### src/rtl/frame_timing_controller_pkg.sv
// Shared types and constants for the frame timing controller.
//   state_t : controller FSM states (LS/LE only reachable with LINE_SHORT_PKT_EN)
//   SP_*    : CSI-2 short-packet type codes carried on sp_type_o
//   count_t : 12-bit line / pixel count
package csi2_timing_pkg;

  typedef enum logic [2:0] {
    ST_IDLE,
    ST_FS,
    ST_LINE,
    ST_HBLANK,
    ST_FE,
    ST_VBLANK,
    ST_LS,
    ST_LE
  } state_t;

  localparam logic [1:0] SP_FS = 2'b00;
  localparam logic [1:0] SP_FE = 2'b01;
  localparam logic [1:0] SP_LS = 2'b10;
  localparam logic [1:0] SP_LE = 2'b11;

  typedef logic [11:0] count_t;

  // Wide enough for any blanking length up to 65536 cycles.
  localparam int BLANK_W = 16;

endpackage

### src/rtl/frame_timing_controller_if.sv
// Handshake and timing bus between the frame timing controller (master)
// and the pattern generator / CSI-2 packetiser pair (slave).
//   sp_valid_o / sp_type_o / sp_ready_i : short-packet request handshake
//   pix_valid_o / pix_ready_i           : pixel-beat handshake
//   line_last_o                         : current beat closes the line
//   line_number_o / hori_pixel_count_o  : generator coordinates
//   pattern_o                           : generator pattern select
interface frame_timing_controller_if;
  import csi2_timing_pkg::*;

  logic       sp_valid_o;
  logic [1:0] sp_type_o;
  logic       sp_ready_i;
  logic       pix_valid_o;
  logic       pix_ready_i;
  logic       line_last_o;
  count_t     line_number_o;
  count_t     hori_pixel_count_o;
  logic [2:0] pattern_o;

  modport master (
    output sp_valid_o, sp_type_o, pix_valid_o, line_last_o,
           line_number_o, hori_pixel_count_o, pattern_o,
    input  sp_ready_i, pix_ready_i
  );

  modport slave (
    input  sp_valid_o, sp_type_o, pix_valid_o, line_last_o,
           line_number_o, hori_pixel_count_o, pattern_o,
    output sp_ready_i, pix_ready_i
  );

endinterface

### src/rtl/frame_timing_controller_blank_cycle_counter.sv
// Loadable down-counter timing the horizontal and vertical blanking gaps.
//   clk, rst   : clock, asynchronous active-high reset
//   run        : high while a blanking state is active; low keeps it preloaded
//   load_value : blanking length minus one, captured while run is low
//   done       : high in the final cycle of the blanking gap
module blank_cycle_counter #(
  parameter int WIDTH = 16
) (
  input  logic             clk,
  input  logic             rst,
  input  logic             run,
  input  logic [WIDTH-1:0] load_value,
  output logic             done
);

  logic [WIDTH-1:0] count;

  // Preloading while idle means the count is already correct on the first
  // blanking cycle, so a gap of N cycles needs no extra setup cycle.
  always_ff @(posedge clk or posedge rst) begin
    if (rst) begin
      count <= '0;
    end else if (!run) begin
      count <= load_value;
    end else if (count != '0) begin
      count <= count - 1'b1;
    end
  end

  assign done = run && (count == '0);

endmodule

### src/rtl/frame_timing_controller.sv
// Frame timing controller: sequences FS, active lines, horizontal blanking,
// FE and vertical blanking for the test-pattern generator and CSI-2
// packetiser, and advances the pattern every FRAMES_PER_PATTERN frames.
//   byte_clk_i    : clock
//   reset_i       : asynchronous active-high reset
//   enable_i      : run frames continuously; a drop finishes the current frame
//   bus           : master side of frame_timing_controller_if
//   frame_count_o : completed frames (wraps)
//   busy_o        : controller is not idle
// Optional build macro LINE_SHORT_PKT_EN frames every line with LS/LE packets.
module frame_timing_controller
  import csi2_timing_pkg::*;
#(
  parameter int H_ACTIVE           = 2040,
  parameter int V_ACTIVE           = 2464,
  parameter int PIX_PER_CLK        = 4,
  parameter int H_BLANK_CLKS       = 64,
  parameter int V_BLANK_CLKS       = 4096,
  parameter int FRAMES_PER_PATTERN = 42,
  parameter int NUM_PATTERNS       = 4
) (
  input  logic                      byte_clk_i,
  input  logic                      reset_i,
  input  logic                      enable_i,
  frame_timing_controller_if.master bus,
  output logic [15:0]               frame_count_o,
  output logic                      busy_o
);

  localparam count_t              STEP          = count_t'(PIX_PER_CLK);
  localparam count_t              LAST_HORI     = count_t'(H_ACTIVE - PIX_PER_CLK);
  localparam count_t              LAST_LINE     = count_t'(V_ACTIVE);
  localparam logic                SINGLE_BEAT   = (H_ACTIVE == PIX_PER_CLK);
  localparam logic [2:0]          LAST_PATTERN  = 3'(NUM_PATTERNS - 1);
  localparam logic [15:0]         LAST_FIP      = 16'(FRAMES_PER_PATTERN - 1);
  localparam logic [BLANK_W-1:0]  H_LOAD        = BLANK_W'(H_BLANK_CLKS - 1);
  localparam logic [BLANK_W-1:0]  V_LOAD        = BLANK_W'(V_BLANK_CLKS - 1);

  state_t               state;
  logic [15:0]          frame_in_pattern;
  logic                 blank_run;
  logic                 blank_done;
  logic [BLANK_W-1:0]   blank_load;
  logic                 sp_fire;
  logic                 pix_fire;

  assign sp_fire   = bus.sp_valid_o && bus.sp_ready_i;
  assign pix_fire  = bus.pix_valid_o && bus.pix_ready_i;
  assign blank_run = (state == ST_HBLANK) || (state == ST_VBLANK);
  // FE is the only state that precedes VBLANK, so it selects the long preload.
  assign blank_load = (state == ST_FE) ? V_LOAD : H_LOAD;

  blank_cycle_counter #(
    .WIDTH (BLANK_W)
  ) u_blank (
    .clk        (byte_clk_i),
    .rst        (reset_i),
    .run        (blank_run),
    .load_value (blank_load),
    .done       (blank_done)
  );

  // All outputs are registered and set on the transition into the state
  // that owns them, so valid/type never glitch and stay put under stalls.
  // NOTE: sequential state uses non-blocking assignments only, so every
  // branch below sees the pre-edge values regardless of statement order.
  always_ff @(posedge byte_clk_i or posedge reset_i) begin
    if (reset_i) begin
      state                  <= ST_IDLE;
      frame_in_pattern       <= '0;
      bus.sp_valid_o         <= 1'b0;
      bus.sp_type_o          <= SP_FS;
      bus.pix_valid_o        <= 1'b0;
      bus.line_last_o        <= 1'b0;
      bus.line_number_o      <= '0;
      bus.hori_pixel_count_o <= '0;
      bus.pattern_o          <= '0;
      frame_count_o          <= '0;
      busy_o                 <= 1'b0;
    end else begin
      case (state)
        ST_IDLE: begin
          if (enable_i) begin
            state                  <= ST_FS;
            busy_o                 <= 1'b1;
            bus.sp_valid_o         <= 1'b1;
            bus.sp_type_o          <= SP_FS;
            bus.line_number_o      <= count_t'(1);
            bus.hori_pixel_count_o <= '0;
          end
        end

        ST_FS: begin
          if (sp_fire) begin
`ifdef LINE_SHORT_PKT_EN
            // sp_valid_o stays high: the LS request follows back to back.
            state           <= ST_LS;
            bus.sp_type_o   <= SP_LS;
`else
            state           <= ST_LINE;
            bus.sp_valid_o  <= 1'b0;
            bus.pix_valid_o <= 1'b1;
            bus.line_last_o <= SINGLE_BEAT;
`endif
          end
        end

`ifdef LINE_SHORT_PKT_EN
        ST_LS: begin
          if (sp_fire) begin
            state           <= ST_LINE;
            bus.sp_valid_o  <= 1'b0;
            bus.pix_valid_o <= 1'b1;
            bus.line_last_o <= SINGLE_BEAT;
          end
        end

        ST_LE: begin
          if (sp_fire) begin
            state          <= ST_HBLANK;
            bus.sp_valid_o <= 1'b0;
          end
        end
`endif

        ST_LINE: begin
          if (pix_fire) begin
            if (bus.line_last_o) begin
              bus.pix_valid_o        <= 1'b0;
              bus.line_last_o        <= 1'b0;
              bus.hori_pixel_count_o <= '0;
`ifdef LINE_SHORT_PKT_EN
              state                  <= ST_LE;
              bus.sp_valid_o         <= 1'b1;
              bus.sp_type_o          <= SP_LE;
`else
              state                  <= ST_HBLANK;
`endif
            end else begin
              bus.hori_pixel_count_o <= bus.hori_pixel_count_o + STEP;
              bus.line_last_o        <= (bus.hori_pixel_count_o + STEP) == LAST_HORI;
            end
          end
        end

        ST_HBLANK: begin
          if (blank_done) begin
            if (bus.line_number_o < LAST_LINE) begin
              bus.line_number_o <= bus.line_number_o + count_t'(1);
`ifdef LINE_SHORT_PKT_EN
              state             <= ST_LS;
              bus.sp_valid_o    <= 1'b1;
              bus.sp_type_o     <= SP_LS;
`else
              state             <= ST_LINE;
              bus.pix_valid_o   <= 1'b1;
              bus.line_last_o   <= SINGLE_BEAT;
`endif
            end else begin
              state          <= ST_FE;
              bus.sp_valid_o <= 1'b1;
              bus.sp_type_o  <= SP_FE;
            end
          end
        end

        ST_FE: begin
          if (sp_fire) begin
            state             <= ST_VBLANK;
            bus.sp_valid_o    <= 1'b0;
            bus.line_number_o <= '0;
            frame_count_o     <= frame_count_o + 16'd1;
            // Pattern only moves here, between frames.
            if (frame_in_pattern == LAST_FIP) begin
              frame_in_pattern <= '0;
              bus.pattern_o    <= (bus.pattern_o == LAST_PATTERN) ? 3'd0
                                                                  : bus.pattern_o + 3'd1;
            end else begin
              frame_in_pattern <= frame_in_pattern + 16'd1;
            end
          end
        end

        ST_VBLANK: begin
          if (blank_done) begin
            if (enable_i) begin
              state                  <= ST_FS;
              bus.sp_valid_o         <= 1'b1;
              bus.sp_type_o          <= SP_FS;
              bus.line_number_o      <= count_t'(1);
              bus.hori_pixel_count_o <= '0;
            end else begin
              state  <= ST_IDLE;
              busy_o <= 1'b0;
            end
          end
        end

        default: state <= ST_IDLE;
      endcase
    end
  end

endmodule

### src/flat_wrapper.sv
// flat-port wrapper written by rule: the top's interface ports become plain ports
module frame_timing_controller_flat import csi2_timing_pkg::*;
#(
  parameter int H_ACTIVE           = 2040,
  parameter int V_ACTIVE           = 2464,
  parameter int PIX_PER_CLK        = 4,
  parameter int H_BLANK_CLKS       = 64,
  parameter int V_BLANK_CLKS       = 4096,
  parameter int FRAMES_PER_PATTERN = 42,
  parameter int NUM_PATTERNS       = 4
)
  (byte_clk_i, reset_i, enable_i, frame_count_o, busy_o, bus_sp_valid_o, bus_sp_type_o, bus_pix_valid_o, bus_line_last_o, bus_line_number_o, bus_hori_pixel_count_o, bus_pattern_o, bus_sp_ready_i, bus_pix_ready_i);
  frame_timing_controller_if bus_i ();
  input  logic byte_clk_i;
  input  logic reset_i;
  input  logic enable_i;
  output logic [15:0] frame_count_o;
  output logic busy_o;
  output wire logic [$bits(bus_i.sp_valid_o)-1:0] bus_sp_valid_o;
  output wire logic [$bits(bus_i.sp_type_o)-1:0] bus_sp_type_o;
  output wire logic [$bits(bus_i.pix_valid_o)-1:0] bus_pix_valid_o;
  output wire logic [$bits(bus_i.line_last_o)-1:0] bus_line_last_o;
  output wire logic [$bits(bus_i.line_number_o)-1:0] bus_line_number_o;
  output wire logic [$bits(bus_i.hori_pixel_count_o)-1:0] bus_hori_pixel_count_o;
  output wire logic [$bits(bus_i.pattern_o)-1:0] bus_pattern_o;
  input wire logic [$bits(bus_i.sp_ready_i)-1:0] bus_sp_ready_i;
  input wire logic [$bits(bus_i.pix_ready_i)-1:0] bus_pix_ready_i;
  assign bus_sp_valid_o = bus_i.sp_valid_o;
  assign bus_sp_type_o = bus_i.sp_type_o;
  assign bus_pix_valid_o = bus_i.pix_valid_o;
  assign bus_line_last_o = bus_i.line_last_o;
  assign bus_line_number_o = bus_i.line_number_o;
  assign bus_hori_pixel_count_o = bus_i.hori_pixel_count_o;
  assign bus_pattern_o = bus_i.pattern_o;
  assign bus_i.sp_ready_i = bus_sp_ready_i;
  assign bus_i.pix_ready_i = bus_pix_ready_i;
  frame_timing_controller #(.H_ACTIVE(H_ACTIVE), .V_ACTIVE(V_ACTIVE), .PIX_PER_CLK(PIX_PER_CLK), .H_BLANK_CLKS(H_BLANK_CLKS), .V_BLANK_CLKS(V_BLANK_CLKS), .FRAMES_PER_PATTERN(FRAMES_PER_PATTERN), .NUM_PATTERNS(NUM_PATTERNS)) u_core (.byte_clk_i(byte_clk_i), .reset_i(reset_i), .enable_i(enable_i), .bus(bus_i), .frame_count_o(frame_count_o), .busy_o(busy_o));
endmodule
### config.mk
export PLATFORM = sky130hd
export DESIGN_NAME = frame_timing_controller_flat
export DESIGN_NICKNAME = d
export VERILOG_FILES = /design/src/rtl/frame_timing_controller_pkg.sv /design/src/rtl/frame_timing_controller_if.sv /design/src/rtl/frame_timing_controller_blank_cycle_counter.sv /design/src/rtl/frame_timing_controller.sv /design/src/flat_wrapper.sv
export SDC_FILE = /design/constraint.sdc
export NUM_CORES = 1
export LEC_CHECK = 0
export ABC_AREA = 1
export CAP_MARGIN = 20
export CORE_MARGIN = 2
export CORE_UTILIZATION = 55
export CTS_CLUSTER_DIAMETER = 200
export DETAILED_ROUTE_END_ITERATION = 10
export PLACE_DENSITY_LB_ADDON = 0.05
export SETUP_SLACK_MARGIN = 0.05
export SLEW_MARGIN = 10
export SYNTH_ARGS = -nofsm -noshare
export SYNTH_HDL_FRONTEND = slang
export SYNTH_SLANG_ARGS = --single-unit
export TNS_END_PERCENT = 20
### constraint.sdc
create_clock -name byte_clk_i -period 3.6 [get_ports byte_clk_i]
set_clock_uncertainty 0.05 [all_clocks]
set_input_delay 0.54 -clock byte_clk_i [delete_from_list [all_inputs] [get_ports byte_clk_i]]
set_output_delay 0.54 -clock byte_clk_i [all_outputs]
set_load 0.05 [all_outputs]
-- Yosys cells after proc, flatten, opt, wreduce, memory -nomap -nowiden
Cells that the tools add are included.
- add/subtract/negate cells: 6
- magnitude comparators: 1
- equality and inequality tests: 20
- multiplexer cells: 52
- reduce and logical (&&, ||, !) cells: 24
- operators by type and width (cell ; number):
    12-bit 2-to-1 mux ; 10
    16-bit 2-to-1 mux ; 3
    12-bit one-hot mux with 4 select lines ; 1
    12-bit one-hot mux with 3 select lines ; 1
    16-bit by 1-bit adder with 16-bit output (second input constant) ; 2
    3-bit 2-to-1 mux ; 9
    1-bit 2-to-1 mux ; 18
    3-bit one-hot mux with 6 select lines ; 1
    16-bit by 6-bit == test with 1-bit output (second input constant) ; 1
    16-bit zero test ; 1
    2-bit by 1-bit inequality test with 1-bit output (second input constant) ; 8
    16-bit nonzero test ; 1
    16-bit by 1-bit subtractor with 16-bit output (second input constant) ; 1
    5-bit AND reduction ; 3
    12-bit by 1-bit adder with 12-bit output (second input constant) ; 1
    12-bit by 3-bit adder with 12-bit output (second input constant) ; 1
    12-bit by 11-bit == test with 1-bit output (second input constant) ; 1
    12-bit less-than comparator (second input constant) ; 1
    3-bit by 2-bit == test with 1-bit output (second input constant) ; 3
    3-bit nonzero test ; 3
    2-bit 2-to-1 mux ; 4
    2-bit inequality test (second input constant) ; 4
    4-bit AND reduction ; 2
    4-bit nonzero test ; 2
    16 further kinds ; 21
- register bits: 84
- input bits: 5
- output and inout bits: 49
- word-level logic and storage cells: 115

-- Logic depth before layout (Yosys ltp)
Gate-level depths: netlist of run 1.
- word-level depth: 5
- gate-level depth with buffers: 14
- mapped depth without buffers: 12

-- Hierarchy
Synthesis of run 1 repeated with hierarchy kept, for this count alone.
- cell total of the unflattened synthesis: 688
- area total of the unflattened synthesis: 5001.0 um^2
- by module, submodules not included (module ; times used ; cells each ; area an instance (um^2) ; seq. area each (um^2)):
    frame_timing_controller ; 1 ; 505 ; 3791.1 ; 1626.6
    blank_cycle_counter ; 1 ; 183 ; 1209.9 ; 400.4

-- Least setup slack after synthesis of run 1
OpenSTA, ideal clock, no wires.
- path type: register to register
- start point: register u_core.frame_count_o[0]
- end point: register u_core.frame_count_o[14]
- setup time: 82 ps
- data arrival time: 1695 ps
- required time: 3468 ps
- path slack: 1773 ps
- stages on the path, launching flop included: 9
- buffers on the path: 0
- period minus slack after synthesis: 1827 ps
- cells stage by stage: dfrtp_1 > ha_1 > nand3_1 > nor2_2 > nand2_2 > nor2_2 > nand2_1 > nor2_1 > xor2_1
- longest elaborated chain between the ends: 1
- RTL lines (element ; RTL line ; source):
    start: declaration ; frame_timing_controller.sv:26 ; output logic [15:0] frame_count_o,
    start signal: assignment ; frame_timing_controller.sv:172 ; frame_count_o <= frame_count_o + 16'd1;
    16-bit by 1-bit adder with 16-bit output ; frame_timing_controller.sv:172 ;
Every way passes these cells.
A chain may end at the register's enable or synchronous reset.

-- Worst setup path in the final report of run 1
- start point: register u_core.u_blank.count[0]
- end point: register u_core.bus.hori_pixel_count_o[4] in the netlist's numbering
- longest elaborated chain between the ends: 4
- RTL lines (element ; RTL line ; source):
    start: declaration ; frame_timing_controller_blank_cycle_counter.sv:16 ; logic [WIDTH-1:0] count;
    start signal: assignment ; frame_timing_controller_blank_cycle_counter.sv:24 ; count <= load_value;
    start signal: assignment ; frame_timing_controller_blank_cycle_counter.sv:26 ; count <= count - 1'b1;
    16-bit zero test ; frame_timing_controller_blank_cycle_counter.sv:30 ; assign done = run && (count == '0);
    1-bit logical AND ; frame_timing_controller_blank_cycle_counter.sv:30 ;
    2-bit by 1-bit inequality test with 1-bit output (no line) ; - ;
    3-bit AND reduction (no line) ; - ;
    end signal: assignment ; frame_timing_controller.sv:140 ; bus.hori_pixel_count_o <= bus.hori_pixel_count_o + STEP;
    end: declaration ; frame_timing_controller_if.sv:23 ; line_number_o, hori_pixel_count_o, pattern_o,
Every way passes these cells.

==> results.sh, run 1 <==
export IMPL_multiInputGateArea_mm2=0.002250
export IMPL_ys_seq_area_frac=0.4413
export IMPL_setup_violations=0
export IMPL_nets=673
export IMPL_outcome="complete, no violations"
export IMPL_io_pins=54
export IMPL_ys_flop_type="dfrtp_1"
export IMPL_die_area_mm2=0.009098
export IMPL_drt_first_pass_iters=5
export IMPL_path_max_fanout=11
export IMPL_met1_length_mm=4.896
export IMPL_post_route_min_period_ns=2.330
export IMPL_routabilityCongestion=0.8728
export IMPL_rows=33
export IMPL_rrSetupSlack_ns=1.27
export IMPL_via_per_inst=5.124
export IMPL_maxCapViolCount=0
export IMPL_final_max_slew_viol_count=0
export IMPL_dp_hpwl_mm=7.054
export IMPL_drive_gt1_frac=0.06486
export IMPL_grt_total_usage=0.2279
export IMPL_max_freq_mhz=429.1
export IMPL_final_hold_viol_count=0
export IMPL_numCtsBuffers=9
export IMPL_synth_seq_cells=81
export IMPL_finalCritPeriodShare=0.6473
export IMPL_crit_path_end_kind="flip-flop"
export IMPL_n_fill_cell=707
export IMPL_drt_total_wl_mm=9.589
export IMPL_r2r_cells=12
export IMPL_yosysUniqueCellTypes=38
export IMPL_post_cts_resized=0
export IMPL_slew_headroom=0.4696
export IMPL_yosysTopAreaCellShare=0.4413
export IMPL_synth_edf_count=0
export IMPL_wl_met2_mm=4.252
export IMPL_cp_start_kind="flip-flop"
export IMPL_overflow=0
export IMPL_drtIter0Drc=244
export IMPL_detailedPlace_worstSlack_ns=1.223
export IMPL_synthCells=605
export IMPL_p_leak_nw=2.391
export IMPL_whs_path_depth=1
export IMPL_cp_required_ns=3.83
export IMPL_cts_tree="done"
export IMPL_port_buffers=50
export IMPL_hold_end="u_core.frame_count_o[14]$_DFFE_PP0P_"
export IMPL_diodes=0
export IMPL_grt_pass1_vias=3595
export IMPL_grt_antenna_before_repair=0
export IMPL_syn2layout_area_growth_pct=16.18
export IMPL_die_x_um=95.39
export IMPL_ys_warn_count=0
export IMPL_yosys_area_top_type="dfrtp_1"
export IMPL_r2r_start="u_core.u_blank.count[0]$_DFFE_PP0N_"
export IMPL_clkLatencyLatePin_ns=0.35
export IMPL_holdCritPathClass="flip-flop to flip-flop"
export IMPL_ys_top_cells_by_count="nand2_1 (165), nor2_1 (89), dfrtp_1 (81)"
export IMPL_post_cts_buffers=0
export IMPL_rsz0062_at_grt="no"
export IMPL_yosysMostFrequentCell="nand2_1"
export IMPL_top_layer_used="met4"
export IMPL_synthTopCellsByArea="dfrtp_1 (44%), nand2_1 (13%), nor2_1 (7.3%)"
export IMPL_grt_max_degree=46
export IMPL_clk_path_buf_depth=2
export IMPL_regArea_mm2=0.002027
export IMPL_clock_sinks=81
export IMPL_via_count=3935
export IMPL_p_per_area_mw_per_mm2=282.0
export IMPL_drtAntennaViolNets=0
export IMPL_async_reset_ff_frac=1.000
export IMPL_core_area_mm2=0.008175
export IMPL_setup_ws_ns=1.270
export IMPL_ir_worst_vdd_mv=0.1923
export IMPL_tns_ns=0
export IMPL_drc=0
export IMPL_worst_endpoint_arrival_ns=2.56
export IMPL_path_clk_slew_ns=0.08
export IMPL_grt_pass1_wl_mm=16.40
export IMPL_avgSynthCellArea_um2=7.592
export IMPL_met3_length_um=363
export IMPL_hold_buffers=0
export IMPL_worst_pin_slew_ns=0.7946
export IMPL_wl_per_cell_um=12.49
export IMPL_crit_type="flip-flop to flip-flop"
export IMPL_die_h_um=95.39
export IMPL_power_w=0.001505
export IMPL_syn_area_mm2=0.004593
export IMPL_floorplan_initialDensity=0.5618
export IMPL_cts_htree_levels=3
export IMPL_cts_root_buf="clkbuf_8"
export IMPL_hold_start="u_core.frame_count_o[14]$_DFFE_PP0P_"
export IMPL_r2r_end="u_core.bus.hori_pixel_count_o[4]$_DFFE_PP0P_"
-- sequential cells by signal, summed over array words and instances, names as in the netlist, 3 cells and up --
name	cells
u_core.bus.line_number_o	12
u_core.u_blank.count	16
u_core.bus.pattern_o	3
u_core.frame_in_pattern	16
u_core.bus.hori_pixel_count_o	10
u_core.frame_count_o	16
u_core.state	3
-- through the flow --
step                      hold slack, ns  instance area, µm²  std cells    util
after floorplan                   0.4333                4601        607       -
after global placement            0.4448                5176        753  0.6332
after detailed placement          0.4702                5176        753  0.6332
after CTS                         0.4879                5336        768  0.6527
after global routing              0.5081                5336        768  0.6527
final                             0.4838                5336        768  0.6527
-- cell families after synthesis --
| group | Yosys count | synth area share |
|---|---|---|
| simple gates | 337 | 0.3135 |
| xor+xnor | 42 | 0.08009 |
| other cells | 1 | 0.0008164 |
| fa+ha+maj | 9 | 0.02452 |
| flops | 81 | 0.4413 |
| compound gates | 57 | 0.06920 |
| buf+inv | 78 | 0.07055 |
-- area by class of cell --
cell class / instances / share of cell area
multi-input cells: 448 / 0.4216
flip-flops and latches: 81 / 0.3798
repair buffers: 52 / 0.09660
inverters: 67 / 0.04736
well taps: 105 / 0.02462
clock buffers: 9 / 0.02321
clock inverters: 6 / 0.006800
-- cells in the final DEF (no fill, tap or decap), types with 3 or more instances in the layout --
master	instances
nand3_1	35
xor2_1	33
dfrtp_1	81
clkdlybuf4s50_1	50
nand3b_1	3
ha_1	9
nand2_1	165
o21ai_0	10
xnor2_1	9
nor2_2	3
a21oi_1	13
clkbuf_8	9
clkinv_2	5
o21ai_1	25
nand2_2	7
nor3_1	17
nor2_1	89
nand4_1	10
inv_2	9
inv_1	55
conb_1	3
-- worst max-delay path, stage by stage, from the launching register on --
cell and delay, ns:
dfrtp_1 0.38, inv_1 0.14, ha_1 0.18, inv_1 0.06, nor2_1 0.08, nand2_1 0.05, nor2_1 0.15, nand2_2 0.16
nand2_1 0.09, nand3_1 0.33, clkinv_1 0.18, nand2_1 0.21, o21ai_1 0.20
-- where the power goes --
group | internal, W | switching (W)
clock network | 0.000243 | 0.000320
logic | 0.00000585 | 0.0000273
registers | 0.000909 | 0
total | 0.00116 | 0.000348
-- worst max path at each step --
| stage | from | endpoint | slack (ns) | cells after the start |
|---|---|---|---|---|
| 2_1_floorplan | reset_i | u_core.bus.hori_pixel_count_o[10]$_DFFE_PP0P_ | 0.93 | 1 |
| 3_3_place_gp | bus_sp_ready_i | u_core.frame_count_o[11]$_DFFE_PP0P_ | 1.28 | 9 |
| 3_5_place_dp | bus_sp_ready_i | u_core.frame_count_o[11]$_DFFE_PP0P_ | 1.22 | 9 |
| 4_1_cts | u_core.u_blank.count[0]$_DFFE_PP0N_ | u_core.bus.hori_pixel_count_o[2]$_DFFE_PP0P_ | 1.27 | 12 |
| 5_1_grt | u_core.u_blank.count[0]$_DFFE_PP0N_ | u_core.bus.hori_pixel_count_o[2]$_DFFE_PP0P_ | 0.95 | 12 |
| 6_report | u_core.u_blank.count[0]$_DFFE_PP0N_ | u_core.bus.hori_pixel_count_o[4]$_DFFE_PP0P_ | 1.27 | 12 |
-- layer usage --
metal | vias up | track usage
met4 | 0 | 0.06071
met2 | 69 | 0.3550
li1 | 2019 | -
met3 | 8 | 0.03953
met5 | - | 0
met1 | 1839 | 0.3309
Note: power is estimated with default switching activity, not from simulation.
==> run 2: changes to the inputs <==
==> constraint.sdc (replaced) <==
create_clock -name byte_clk_i -period 2.2 [get_ports byte_clk_i]
set_clock_uncertainty 0.05 [all_clocks]
set_input_delay 0.33 -clock byte_clk_i [delete_from_list [all_inputs] [get_ports byte_clk_i]]
set_output_delay 0.33 -clock byte_clk_i [all_outputs]
set_load 0.05 [all_outputs]
==> run 2 against run 1 <==
- via count up 0.74%
- worst hold slack worse by 0.097 ns
- sequential power up 64%
- flip-flop and latch count unchanged
- count of clock-buffer cells in the layout unchanged
- cell count up 1.3%
- combinational power up 65%
- critical endpoint is now bus_hori_pixel_count_o[4]
- largest cell class unchanged
==> results.sh, run 2 (synthesis results as in run 1) <==
export IMPL_cp_start_kind="flip-flop"
export IMPL_final_hold_viol_count=0
export IMPL_drt_first_pass_iters=4
export IMPL_top_regs="u_core.frame_count_o (16), u_core.frame_in_pattern (16), u_core.u_blank.count (16)"
export IMPL_maxCapViolCount=0
export IMPL_die_h_um=95.39
export IMPL_drtIter0Drc=251
export IMPL_crit_path_end_kind="primary output"
export IMPL_die_area_mm2=0.009098
export IMPL_floorplan_initialDensity=0.5618
export IMPL_overflow=0
export IMPL_wl_per_cell_um=12.56
export IMPL_core_area_mm2=0.008175
export IMPL_rows=33
export IMPL_clk_path_buf_depth=2
export IMPL_p_leak_nw=2.456
export IMPL_diodes=0
export IMPL_multiInputGateArea_mm2=0.002250
export IMPL_worst_pin_slew_ns=0.5057
export IMPL_drtAntennaViolNets=0
export IMPL_drive_gt1_frac=0.07875
export IMPL_clock_sinks=81
export IMPL_rsz0062_at_grt="yes"
export IMPL_regArea_mm2=0.002027
export IMPL_drt_total_wl_mm=9.770
export IMPL_finalCritPeriodShare=0.9415
export IMPL_final_cell_mix="nand2_1 (165), nor2_1 (89), dfrtp_1 (81)"
export IMPL_grt_pass1_vias=3764
export IMPL_setup_violations=0
export IMPL_clkLatencyLatePin_ns=0.35
export IMPL_ir_worst_vdd_mv=0.2698
export IMPL_path_clk_slew_ns=0.09
export IMPL_crit_type="flip-flop to primary output"
export IMPL_grt_max_degree=82
export IMPL_cpLargestDelayFamily="buffers and inverters"
export IMPL_numCtsBuffers=9
export IMPL_power_w=0.002542
export IMPL_cpPeakStageDelay_ns=0.85
export IMPL_via_per_inst=5.095
export IMPL_holdCritPathClass="input pin to async pin"
export IMPL_final_common_cell="nand2_1"
export IMPL_cts_tree="done"
export IMPL_nets=682
export IMPL_slowest_stage="clkdlybuf4s50_1"
export IMPL_grt_pass1_wl_mm=16.95
export IMPL_tns_ns=0
export IMPL_grt_antenna_before_repair=0
export IMPL_syn2layout_area_growth_pct=18.44
export IMPL_routabilityCongestion=0.8639
export IMPL_dp_hpwl_mm=7.235
export IMPL_outcome="complete, no violations"
export IMPL_grt_total_usage=0.2359
export IMPL_final_max_slew_viol_count=0
export IMPL_max_freq_mhz=482.8
export IMPL_cts_htree_levels=3
export IMPL_path_max_fanout=9
export IMPL_worst_endpoint_arrival_ns=1.69
export IMPL_path_cells="clkdlybuf4s50_1"
export IMPL_p_per_area_mw_per_mm2=467.2
export IMPL_port_buffers=50
export IMPL_cp_required_ns=1.82
export IMPL_post_route_min_period_ns=2.071
export IMPL_drc=0
export IMPL_io_pins=54
export IMPL_via_count=3964
export IMPL_slew_headroom=0.6618
export IMPL_cts_root_buf="clkbuf_8"
export IMPL_die_x_um=95.39
export IMPL_n_fill_cell=731
export IMPL_crit_buf_inv=1
run 2: cell type report:
class,instances,share of cell area
flip-flops and latches,81,0.3726
clock buffers,9,0.02277
repair buffers,61,0.1099
clock inverters,7,0.01012
multi-input cells,448,0.4135
well taps,105,0.02415
inverters,67,0.04692
run 2: worst paths after layout:
kind	startpoint	end	slack (ns)	cells after the start
hold / removal	reset_i	u_core.bus.hori_pixel_count_o[8]$_DFFE_PP0P_	0.39	3
hold reg to reg	u_core.frame_count_o[14]$_DFFE_PP0P_	u_core.frame_count_o[14]$_DFFE_PP0P_	0.47	1
max in group asynchronous	reset_i	u_core.frame_in_pattern[5]$_DFFE_PP0P_	1.38	3
min in group byte_clk_i	u_core.frame_count_o[14]$_DFFE_PP0P_	u_core.frame_count_o[14]$_DFFE_PP0P_	0.47	1
setup reg to reg	u_core.u_blank.count[1]$_DFFE_PP0N_	u_core.bus.line_number_o[9]$_DFFE_PP0P_	0.28	12
setup / recovery	u_core.bus.hori_pixel_count_o[4]$_DFFE_PP0P_	bus_hori_pixel_count_o[4]	0.13	1
run 2: per-layer routing:
metal,vias up,GRT usage,wire [µm]
met5,-,0,0
li1,2032,-,-
met4,0,0.08452,139
met3,9,0.03162,327
met1,1847,0.3390,4886
met2,76,0.3674,4417
run 2: per-stage QoR:
| stage | cells | hold slack (ns) | setup slack, ns | utilization | area, µm² |
|---|---|---|---|---|---|
| after floorplan | 607 | 0.4333 | 0.3731 | - | 4604 |
| after global routing | 778 | 0.4455 | 0.04031 | 0.6654 | 5440 |
| after global placement | 762 | 0.4428 | 0.1819 | 0.6433 | 5259 |
| after CTS | 778 | 0.4140 | 0.06008 | 0.6651 | 5438 |
| final | 778 | 0.3867 | 0.1288 | 0.6654 | 5440 |
| after detailed placement | 762 | 0.4509 | 0.1592 | 0.6433 | 5259 |
run 2: where the power goes:
group           total, W  internal [W]  switching, W
Sequential       0.00149       0.00149             0
Combinational  0.0000548     0.0000111     0.0000437
Clock            0.00100      0.000419      0.000581
Total            0.00254       0.00192      0.000624
run 2: repair_timing:
item                                    in CTS  in global routing
gates resized for setup                      0                  1
hold endpoints to repair                     0                  0
hold buffers                                 0                  0
endpoints found under the setup margin       0                  2
setup buffers                                0                  0
run 2: worst register-to-register path, delay by kind of cell, from the launching register on:
| family | cells | cell delay (ns) |
|---|---|---|
| buffers and inverters | 3 | 0.34 |
| AO/OA/AOI/OAI | 1 | 0.14 |
| flip-flops | 1 | 0.39 |
| AND/OR/NAND/NOR | 7 | 0.74 |
| adder cells (fa/ha/maj) | 1 | 0.15 |
